<file path="config.mk">
export PLATFORM = sky130hd
export DESIGN_NAME = obs_field
export DESIGN_NICKNAME = d
export VERILOG_FILES = /design/src/rtl/obs_field.sv
export SDC_FILE = /design/constraint.sdc
export NUM_CORES = 1
export LEC_CHECK = 0
export ABC_AREA = 1
export BUFFER_PORTS_ARGS = -buffer_cell sky130_fd_sc_hd__buf_2
export CAP_MARGIN = 30
export CORE_ASPECT_RATIO = 0.9
export CORE_UTILIZATION = 25
export CTS_BUF_LIST = sky130_fd_sc_hd__clkbuf_4 sky130_fd_sc_hd__clkbuf_8 sky130_fd_sc_hd__clkbuf_16
export CTS_CLUSTER_SIZE = 20
export DETAILED_ROUTE_END_ITERATION = 6
export SYNTH_ARGS = -nofsm -noshare
export SYNTH_HDL_FRONTEND = slang
export SYNTH_SLANG_ARGS = --single-unit
</file>
<file path="constraint.sdc">
create_clock -name clk -period 4 [get_ports clk]
set_clock_uncertainty 0.15 [all_clocks]
set_input_delay 0.2 -clock clk [delete_from_list [all_inputs] [get_ports clk]]
set_output_delay 0.2 -clock clk [all_outputs]
set_load 0.05 [all_outputs]
</file>
<file path="src/rtl/obs_field.sv">
`default_nettype none
// ============================================================================
// Module      : obs_field
// Description : Falling-obstacle field. Holds N_OBS obstacle slots, spawns
//               them at pseudo-random x positions from a 10-bit LFSR, moves
//               them down once per frame, counts obstacles that fall off the
//               bottom of the screen and renders them into the pixel stream.
// Revision    : 1.0 - initial release
// ============================================================================
module obs_field #(
    parameter int         N_OBS     = 4,
    parameter int         OBS_W     = 16,
    parameter int         OBS_H     = 16,
    parameter int         STEP      = 2,
    parameter int         SPAWN_GAP = 30,
    parameter int         MAX_X     = 640,
    parameter int         MAX_Y     = 480,
    parameter logic [2:0] COLOR     = 3'b111
) (
    input  logic             clk,
    input  logic             reset,
    input  logic             video_on,
    input  logic [10:0]      pix_x,
    input  logic [10:0]      pix_y,
    input  logic             frame_tick,
    input  logic             enable,
    input  logic [N_OBS-1:0] hit_clear,
    output logic [2:0]       rgb,
    output logic             obs_on,
    output logic [N_OBS-1:0] active,
    output logic             escaped,
    output logic [7:0]       escape_cnt
);

    localparam int               CNT_W     = (SPAWN_GAP > 1) ? $clog2(SPAWN_GAP) : 1;
    localparam logic [CNT_W-1:0] CNT_LAST  = CNT_W'(SPAWN_GAP - 1);
    localparam logic [11:0]      X_RANGE   = 12'(MAX_X - OBS_W);
    localparam logic [11:0]      Y_LIMIT   = 12'(MAX_Y);
    localparam logic [11:0]      STEP_12   = 12'(STEP);
    localparam logic [11:0]      OBS_W_M1  = 12'(OBS_W - 1);
    localparam logic [11:0]      OBS_H_M1  = 12'(OBS_H - 1);
    localparam logic [9:0]       LFSR_SEED = 10'h155;

    // ------------------------------------------------------------------
    // State
    // ------------------------------------------------------------------
    logic [9:0]             lfsr_q, lfsr_d;
    logic [CNT_W-1:0]       spawn_cnt_q, spawn_cnt_d;
    logic [N_OBS-1:0]       active_q, active_d;
    logic [N_OBS-1:0][10:0] x_q, x_d;
    logic [N_OBS-1:0][10:0] y_q, y_d;
    logic                   escaped_q, escaped_d;
    logic [7:0]             escape_cnt_q, escape_cnt_d;
    logic                   obs_on_q, obs_on_d;
    logic [2:0]             rgb_q, rgb_d;

    // ------------------------------------------------------------------
    // Combinational helpers
    // ------------------------------------------------------------------
    logic                   tick_en;
    logic                   spawn_attempt;
    logic [11:0]            lfsr_ext;
    logic [11:0]            spawn_x;
    logic [N_OBS-1:0]       free_vec;
    logic [N_OBS-1:0]       spawn_sel;
    logic                   spawn_found;
    logic [N_OBS-1:0][11:0] y_sum;
    logic [N_OBS-1:0]       hit_vec;
    logic [N_OBS-1:0]       esc_vec;
    logic [3:0]             esc_num;
    logic [8:0]             esc_total;

    assign tick_en       = frame_tick & enable;
    assign spawn_attempt = tick_en && (spawn_cnt_q == CNT_LAST);

    // Fibonacci LFSR x^10 + x^7 + 1; maximal length, so a non-zero seed never reaches zero
    always_comb begin
        lfsr_d = {lfsr_q[8:0], lfsr_q[9] ^ lfsr_q[6]};
    end

    // Spawn-interval counter, frozen while the game is paused
    always_comb begin
        spawn_cnt_d = spawn_cnt_q;
        if (tick_en) begin
            if (spawn_attempt) begin
                spawn_cnt_d = '0;
            end else begin
                spawn_cnt_d = spawn_cnt_q + 1'b1;
            end
        end
    end

    // Fold the LFSR value into the legal x range and pick the lowest free slot
    always_comb begin
        lfsr_ext    = {2'b00, lfsr_q};
        spawn_x     = (lfsr_ext < X_RANGE) ? lfsr_ext : (lfsr_ext - X_RANGE);
        // A slot being killed this cycle is not offered as a spawn target
        free_vec    = ~active_q & ~hit_clear;
        spawn_sel   = '0;
        spawn_found = 1'b0;
        for (int i = 0; i < N_OBS; i++) begin
            if (!spawn_found && free_vec[i]) begin
                spawn_sel[i] = 1'b1;
                spawn_found  = 1'b1;
            end
        end
    end

    // Per-slot next-row sum and pixel hit test, all in 12 bits to avoid wrap
    always_comb begin
        y_sum   = '0;
        hit_vec = '0;
        for (int i = 0; i < N_OBS; i++) begin
            y_sum[i]   = {1'b0, y_q[i]} + STEP_12;
            hit_vec[i] = active_q[i]
                      && ({1'b0, pix_x} >= {1'b0, x_q[i]})
                      && ({1'b0, pix_x} <= ({1'b0, x_q[i]} + OBS_W_M1))
                      && ({1'b0, pix_y} >= {1'b0, y_q[i]})
                      && ({1'b0, pix_y} <= ({1'b0, y_q[i]} + OBS_H_M1));
        end
    end

    // Slot update: kill request wins, then spawn into a free slot, then frame motion
    always_comb begin
        active_d = active_q;
        x_d      = x_q;
        y_d      = y_q;
        esc_vec  = '0;
        for (int i = 0; i < N_OBS; i++) begin
            if (hit_clear[i]) begin
                active_d[i] = 1'b0;
            end else if (spawn_attempt && spawn_sel[i]) begin
                active_d[i] = 1'b1;
                x_d[i]      = spawn_x[10:0];
                y_d[i]      = '0;
            end else if (tick_en && active_q[i]) begin
                if (y_sum[i] >= Y_LIMIT) begin
                    active_d[i] = 1'b0;
                    esc_vec[i]  = 1'b1;
                end else begin
                    y_d[i] = y_sum[i][10:0];
                end
            end
        end
    end

    // Escape pulse and saturating escape counter
    always_comb begin
        esc_num = '0;
        for (int i = 0; i < N_OBS; i++) begin
            esc_num = esc_num + {3'b000, esc_vec[i]};
        end
        esc_total    = {1'b0, escape_cnt_q} + {5'b00000, esc_num};
        escape_cnt_d = esc_total[8] ? 8'hFF : esc_total[7:0];
        escaped_d    = |esc_vec;
    end

    // Pixel output stage; overlapping obstacles simply OR together
    always_comb begin
        obs_on_d = video_on & (|hit_vec);
        rgb_d    = obs_on_d ? COLOR : 3'b000;
    end

    // State registers with synchronous active-low reset
    always_ff @(posedge clk) begin
        if (!reset) begin
            lfsr_q       <= LFSR_SEED;
            spawn_cnt_q  <= '0;
            active_q     <= '0;
            x_q          <= '0;
            y_q          <= '0;
            escaped_q    <= 1'b0;
            escape_cnt_q <= '0;
            obs_on_q     <= 1'b0;
            rgb_q        <= 3'b000;
        end else begin
            lfsr_q       <= lfsr_d;
            spawn_cnt_q  <= spawn_cnt_d;
            active_q     <= active_d;
            x_q          <= x_d;
            y_q          <= y_d;
            escaped_q    <= escaped_d;
            escape_cnt_q <= escape_cnt_d;
            obs_on_q     <= obs_on_d;
            rgb_q        <= rgb_d;
        end
    end

    assign rgb        = rgb_q;
    assign obs_on     = obs_on_q;
    assign active     = active_q;
    assign escaped    = escaped_q;
    assign escape_cnt = escape_cnt_q;

endmodule
`default_nettype wire

</file>
## After elaboration in Yosys (flattened, before gate mapping)

Index checks and enable logic that the tools add are counted.

- Output and inout bits: 17
- Register bits: 120
- Word-level logic and storage cells: 180
- Input bits: 31

- Order comparisons: 21
- Multiplexer cells: 50
- Equality and inequality tests: 5
- Reductions and logical operators: 57
- $add $sub $neg: 18
- Bitwise gates (word level): 11

Operator list:

| kind | count |
|---|---|
| 11-bit two-way mux | 13 |
| 11-bit by 4-bit adder with 12-bit output, second input constant | 8 |
| 11-bit by 12-bit <= comparator with 1-bit output | 8 |
| 11-bit >= comparator | 8 |
| 11-bit by 2-bit adder with 12-bit output, second input constant | 4 |
| 12-bit by 9-bit >= comparator with 1-bit output, second input constant | 4 |
| 1-bit two-way mux | 34 |
| 1-bit logical AND | 28 |
| 2-bit AND reduction | 8 |
| 2-bit nonzero test | 8 |
| 3-bit AND reduction | 4 |
| 10-bit by 10-bit subtractor with 11-bit output, second input constant | 1 |
| 10-bit less-than comparator, second input constant | 1 |
| 8-bit by 4-bit adder with 9-bit output | 1 |
| 8-bit two-way mux | 1 |
| 2-bit != test, second input constant | 4 |
| 4-bit NOT | 2 |
| 2-bit OR reduction | 4 |
| 4-bit OR reduction | 2 |
| 5-bit by 1-bit adder with 5-bit output, second input constant | 1 |
| 5-bit == test, second input constant | 1 |
| 5-bit two-way mux | 1 |
| 1-bit NOT | 5 |
| 3-bit by 1-bit adder with 4-bit output | 1 |
| 7 further kinds | 10 |

## Longest topological paths before layout

- Word-level depth: 18
- Gate-level depth with buffers: 22

## Least setup slack after synthesis

Ideal clock, no wire load.

- Path kind: reg-to-reg
- Start: register y_q[23] in the netlist's numbering
- End: register escape_cnt_q[5] (netlist: escape_cnt[5])
- Path buffers: 0
- Clock period less this slack: 3,631 ps
- Path slack: 369 ps
- Arrival: 3,362 ps
- Cell stages (with the launch flop): 20
- Required time: 3,731 ps
- Path through: dfxtp_1 -> ha_1 -> nand3_1 -> nor2_1 -> xor2_1 -> nand2_1 -> nor2_1 -> nor2_2 -> nor2_1 -> nand2_1 -> fa_1 -> inv_1 -> fa_1 -> fa_1 -> nand3_1 -> nor3_1 -> nand3_1 -> inv_1 -> o31ai_1 -> inv_1

- Longest elaborated chain between the ends: 10

Ends and longest elaborated chain:

| item | RTL line | RTL |
|---|---|---|
| from (decl) | 51 | `logic [N_OBS-1:0][10:0] y_q, y_d;` |
| from (signal assigned) | 181 | `y_q <= y_d;` |
| 11-bit by 2-bit adder with 12-bit output | 114 | `y_sum[i] = {1'b0, y_q[i]} + STEP_12;` |
| 12-bit by 9-bit >= comparator with 1-bit output | 137 | `if (y_sum[i] >= Y_LIMIT) begin` |
| 1-bit two-way mux | 137 |  |
| 1-bit two-way mux | 136 | `end else if (tick_en && active_q[i]) begin` |
| 1-bit two-way mux | 132 | `end else if (spawn_attempt && spawn_sel[i]) begin` |
| 1-bit two-way mux | 130 | `if (hit_clear[i]) begin` |
| 2-bit by 1-bit adder with 3-bit output | 151 | `esc_num = esc_num + {3'b000, esc_vec[i]};` |
| 3-bit by 1-bit adder with 4-bit output | 151 |  |
| 8-bit by 4-bit adder with 9-bit output | 153 | `esc_total = {1'b0, escape_cnt_q} + {5'b00000, esc_num};` |
| 8-bit two-way mux | 154 | `escape_cnt_d = esc_total[8] ? 8'hFF : esc_total[7:0];` |
| to (signal assigned) | 183 | `escape_cnt_q <= escape_cnt_d;` |
| to (decl) | 53 | `logic [7:0] escape_cnt_q, escape_cnt_d;` |

No other way between the ends.
A chain may end at the register's enable or synchronous reset.

## Worst setup path in the final report

- Start: register y_q[24] in the netlist's numbering
- End: register escape_cnt_q[5] (netlist: escape_cnt[5])

The elaborated chain is that of the path after synthesis.

==> flow_metrics.tcl <==
set metrics [dict create \
    synth_nets 1699 \
    synth_edf_count 0 \
    share_of_the_synthesized_area_in_the_top_cell_type 0.227 \
    ys.flop_type "sky130_fd_sc_hd__dfxtp_1" \
    place_area_um2 11200 \
    antenna_found_initial 0 \
    postSynthAreaPerCell_um2 7.02 \
    cpMostUsedCell "sky130_fd_sc_hd__inv_1" \
    fill_cells 4375 \
    whs_path_cells 3 \
    routed-via-count 9588 \
    postSynth.asyncResetShare 0 \
    power.clock.fraction 0.498 \
    grt_pass1_wl_um 46100 \
    worst_slack_ns 0.171 \
    cell_at_the_root_of_the_clock_tree "sky130_fd_sc_hd__clkbuf_16" \
    crit_chain "ha_2, nand3_2, nor2_2, xor2_1, nand2_1, nor2_1, nor2_2, nor2_1, nand2_1, fa_1, inv_1, fa_2, fa_2, nand3_1, nor3_1, nand3_1, inv_1, o31ai_1, inv_1" \
    yosys.cell_types.count 47 \
    clock_tree_from_tritoncts "yes" \
    wire_per_inst_um 13.9 \
    htree_num_levels 4 \
    place.gp.congestion 0.862 \
    final_area_um2 11800 \
    placement.setup.worst_slack_ns 0.0437 \
    largest_net_degree_at_the_start_of_global_routing 20 \
    route.detailed.vias_per_inst 4.60 \
    peakVddDrop_mv 0.254 \
    hp-class "input pin to flip-flop" \
    die_width_um 217 \
    wirelength_um 28900 \
    cts_setup_buffers 0 \
    yosysWarningCount 0 \
    grt_pass1_vias 8976 \
    core_area_um2 40700 \
    final_routed_drc_violation_total 0 \
    fin_total_pwr_mw 3.02 \
    row_count 70 \
    post-synth-top-count-cell "sky130_fd_sc_hd__nand2_1" \
    syn_inst 1477 \
    finalNetCount 1752 \
    floorplan.io_pins 48 \
    p_sw_frac 0.294 \
    powerDensity_nw_per_um2 256 \
    worst-path-max-fanout 5 \
    timing.critical_path.required_ns 4.17 \
    status "finished clean" \
    drt_iter0_markers 608 \
    floorplan.die.height_um 195 \
    dieArea_um2 42300 \
    cts-buffers-inserted 17 \
    tritoncts_num_sinks 113 \
    timing.reg2reg.setup_slack_ns 0.17 \
    drtPass1Iterations 5 \
    final_slew_violations 0 \
    worst_pin_slew_ns 0.981 \
    global_route.usage.total 0.138 \
    cpMaxStageDelayCell "sky130_fd_sc_hd__fa_1" \
    layout_cells_sized_above_1 0.0745 \
    fmax_mhz 261 \
    min_period_ns 3.83 \
    max_stage_delay_ns 0.49 \
    worstSetupEndpointType "flip-flop" \
    flow.area_growth_from_synthesis_pct 14.1 \
    synth_top_cells_by_area "sky130_fd_sc_hd__ha_1 (23%), sky130_fd_sc_hd__dfxtp_1 (22%), sky130_fd_sc_hd__nand2_1 (11%)" \
    finalCritPeriodShare 0.957 \
    pwr-share-seq 0.377 \
    post_synth_instance_area_um2 10400 \
    synth.cells.most_frequent "sky130_fd_sc_hd__nand2_1 (307), sky130_fd_sc_hd__inv_1 (221), sky130_fd_sc_hd__ha_1 (188)" \
    startpoint_type "flip-flop" \
    antenna_cells_inserted 0 \
    clkSlewWorstSetupHoldPaths_ns 0.06 \
    r2r.worst_path.cells 19 \
    slew-limit-headroom 0.339 \
    hold_viol 0 \
    maxCapViolCount 0 \
    total_of_buffers_placed_on_input_and_output_ports 47 \
    cell_internal_pwr_mw 2.14 \
    criticalPathCategory "flip-flop to flip-flop" \
    setup-violations-final 0 \
    fin_util 0.291 \
    drtAntennaViolNets 0 \
    critPathArrivalTime_ns 4.00 \
    global_route.overflow_total 0 \
    power.share.combinational 0.125 \
    initial_core_util 0.255 \
    max-clock-path-buffers 2 \
    p_switching_mw 0.888 \
    postSynthRegisterBits 113 \
    synth_area_leader_cell "sky130_fd_sc_hd__ha_1" \
    post_dp_hpwl_um 22700 \
    yosysSeqAreaShare 0.218 \
    clock_latency_ns 0.43 \
    cell_leakage_power_nw 5.36 \
    final.hold.worst_slack_ns 0.0211 \
]
kinds of logic after synthesis:
group | after synthesis | share of synthesized area
buffers and inverters | 245 | 0.0922
adders and majority gates | 191 | 0.233
and+or+nand+nor | 610 | 0.258
xor gates and xnor gates | 91 | 0.0769
AOI/OAI and AO/OA | 227 | 0.122
DFF | 113 | 0.218
power groups by stage:
stage	combinational [mW]	sequential, mW	clock [mW]
3_5_place_dp	0.371	1.17	0
6_report	0.377	1.14	1.51
4_1_cts	0.378	1.14	1.54
2_1_floorplan	0.228	1.16	0
5_1_grt	0.429	1.14	1.59
3_3_place_gp	0.360	1.17	0
layout by cell type, fill, tap and decap left out, types with 3 or more instances in the layout:
master,synthesis,final
sky130_fd_sc_hd__nand2_1,307,307
sky130_fd_sc_hd__nand3b_1,6,6
sky130_fd_sc_hd__or2_2,6,6
sky130_fd_sc_hd__ha_1,188,186
sky130_fd_sc_hd__nand2_2,4,4
sky130_fd_sc_hd__nor2_2,5,7
sky130_fd_sc_hd__o22ai_1,43,43
sky130_fd_sc_hd__xnor2_1,11,11
sky130_fd_sc_hd__inv_6,0,6
sky130_fd_sc_hd__nand4_1,29,29
sky130_fd_sc_hd__clkbuf_16,0,17
sky130_fd_sc_hd__a21oi_1,104,104
sky130_fd_sc_hd__nand3_1,81,79
sky130_fd_sc_hd__buf_2,5,47
sky130_fd_sc_hd__dfxtp_1,113,113
sky130_fd_sc_hd__buf_4,3,3
sky130_fd_sc_hd__and3_1,3,3
sky130_fd_sc_hd__nor3_1,25,25
sky130_fd_sc_hd__a31oi_1,4,4
sky130_fd_sc_hd__nor4_1,5,5
sky130_fd_sc_hd__inv_1,221,221
sky130_fd_sc_hd__dlygate4sd3_1,0,5
sky130_fd_sc_hd__a21o_1,10,10
sky130_fd_sc_hd__nand3_2,1,3
sky130_fd_sc_hd__o21a_1,6,6
sky130_fd_sc_hd__xor2_1,80,80
sky130_fd_sc_hd__nor3b_1,4,4
sky130_fd_sc_hd__nor2_1,124,122
sky130_fd_sc_hd__o21ai_0,49,48
worst paths after layout:
path / startpoint / endpoint
worst max-delay path: y_q[24]$_SDFFE_PN0P_ / escape_cnt[5]$_SDFF_PN0_
worst min-delay path: reset / rgb[1]$_SDFF_PN0_
worst max register to register: y_q[24]$_SDFFE_PN0P_ / escape_cnt[5]$_SDFF_PN0_
worst min register to register: lfsr_q[2]$_SDFF_PN1_ / lfsr_q[3]$_SDFF_PN0_
worst max-delay path, delay by kind of cell, from the launching register on:
family / cells / cell delay [ns]
AOI/OAI and AO/OA: 1 / 0.24
adders and majority gates: 4 / 1.48
and+or+nand+nor: 10 / 1.08
buffers and inverters: 3 / 0.23
DFF: 1 / 0.36
xor gates and xnor gates: 1 / 0.19
final cells by class:
class	instances	area [µm²]	area share
Clock inverter	15	148	0.0125
Timing Repair Buffer	55	308	0.0260
Tap cell	540	676	0.0571
Multi-Input combinational cell	1119	7170	0.606
Clock buffer	17	425	0.0360
Inverter	224	841	0.0711
Sequential cell	113	2260	0.191
metrics by stage:
| step | cells | setup TNS, ns |
|---|---|---|
| after floorplan | 1477 | 0 |
| final | 2083 | 0 |
| after CTS | 2083 | 0 |
| after detailed placement | 2046 | 0 |
| after global placement | 2046 | 0 |
| after global routing | 2083 | -0.0328 |
registers in the layout, indices dropped and copies added, names as in the netlist:
signal / cells
escaped: 1
y_q: 40
escape_cnt: 8
spawn_cnt_q: 5
rgb: 1
x_q: 44
active: 4
lfsr_q: 10
routing by layer:
layer  part of all wire  global-route usage  vias up
met4              0.025              0.0535        0
li1                   -                   -     4996
met2               0.45               0.224      172
met5                  0                   0        -
met3              0.034              0.0168       40
met1               0.49               0.185     4380
repair_timing:
item,4_1_cts,5_1_grt
setup endpoints to repair,0,5
hold endpoints to repair,5,0
hold buffers,5,0
resized for setup,0,9
Note: power is estimated with default switching activity, not from simulation.
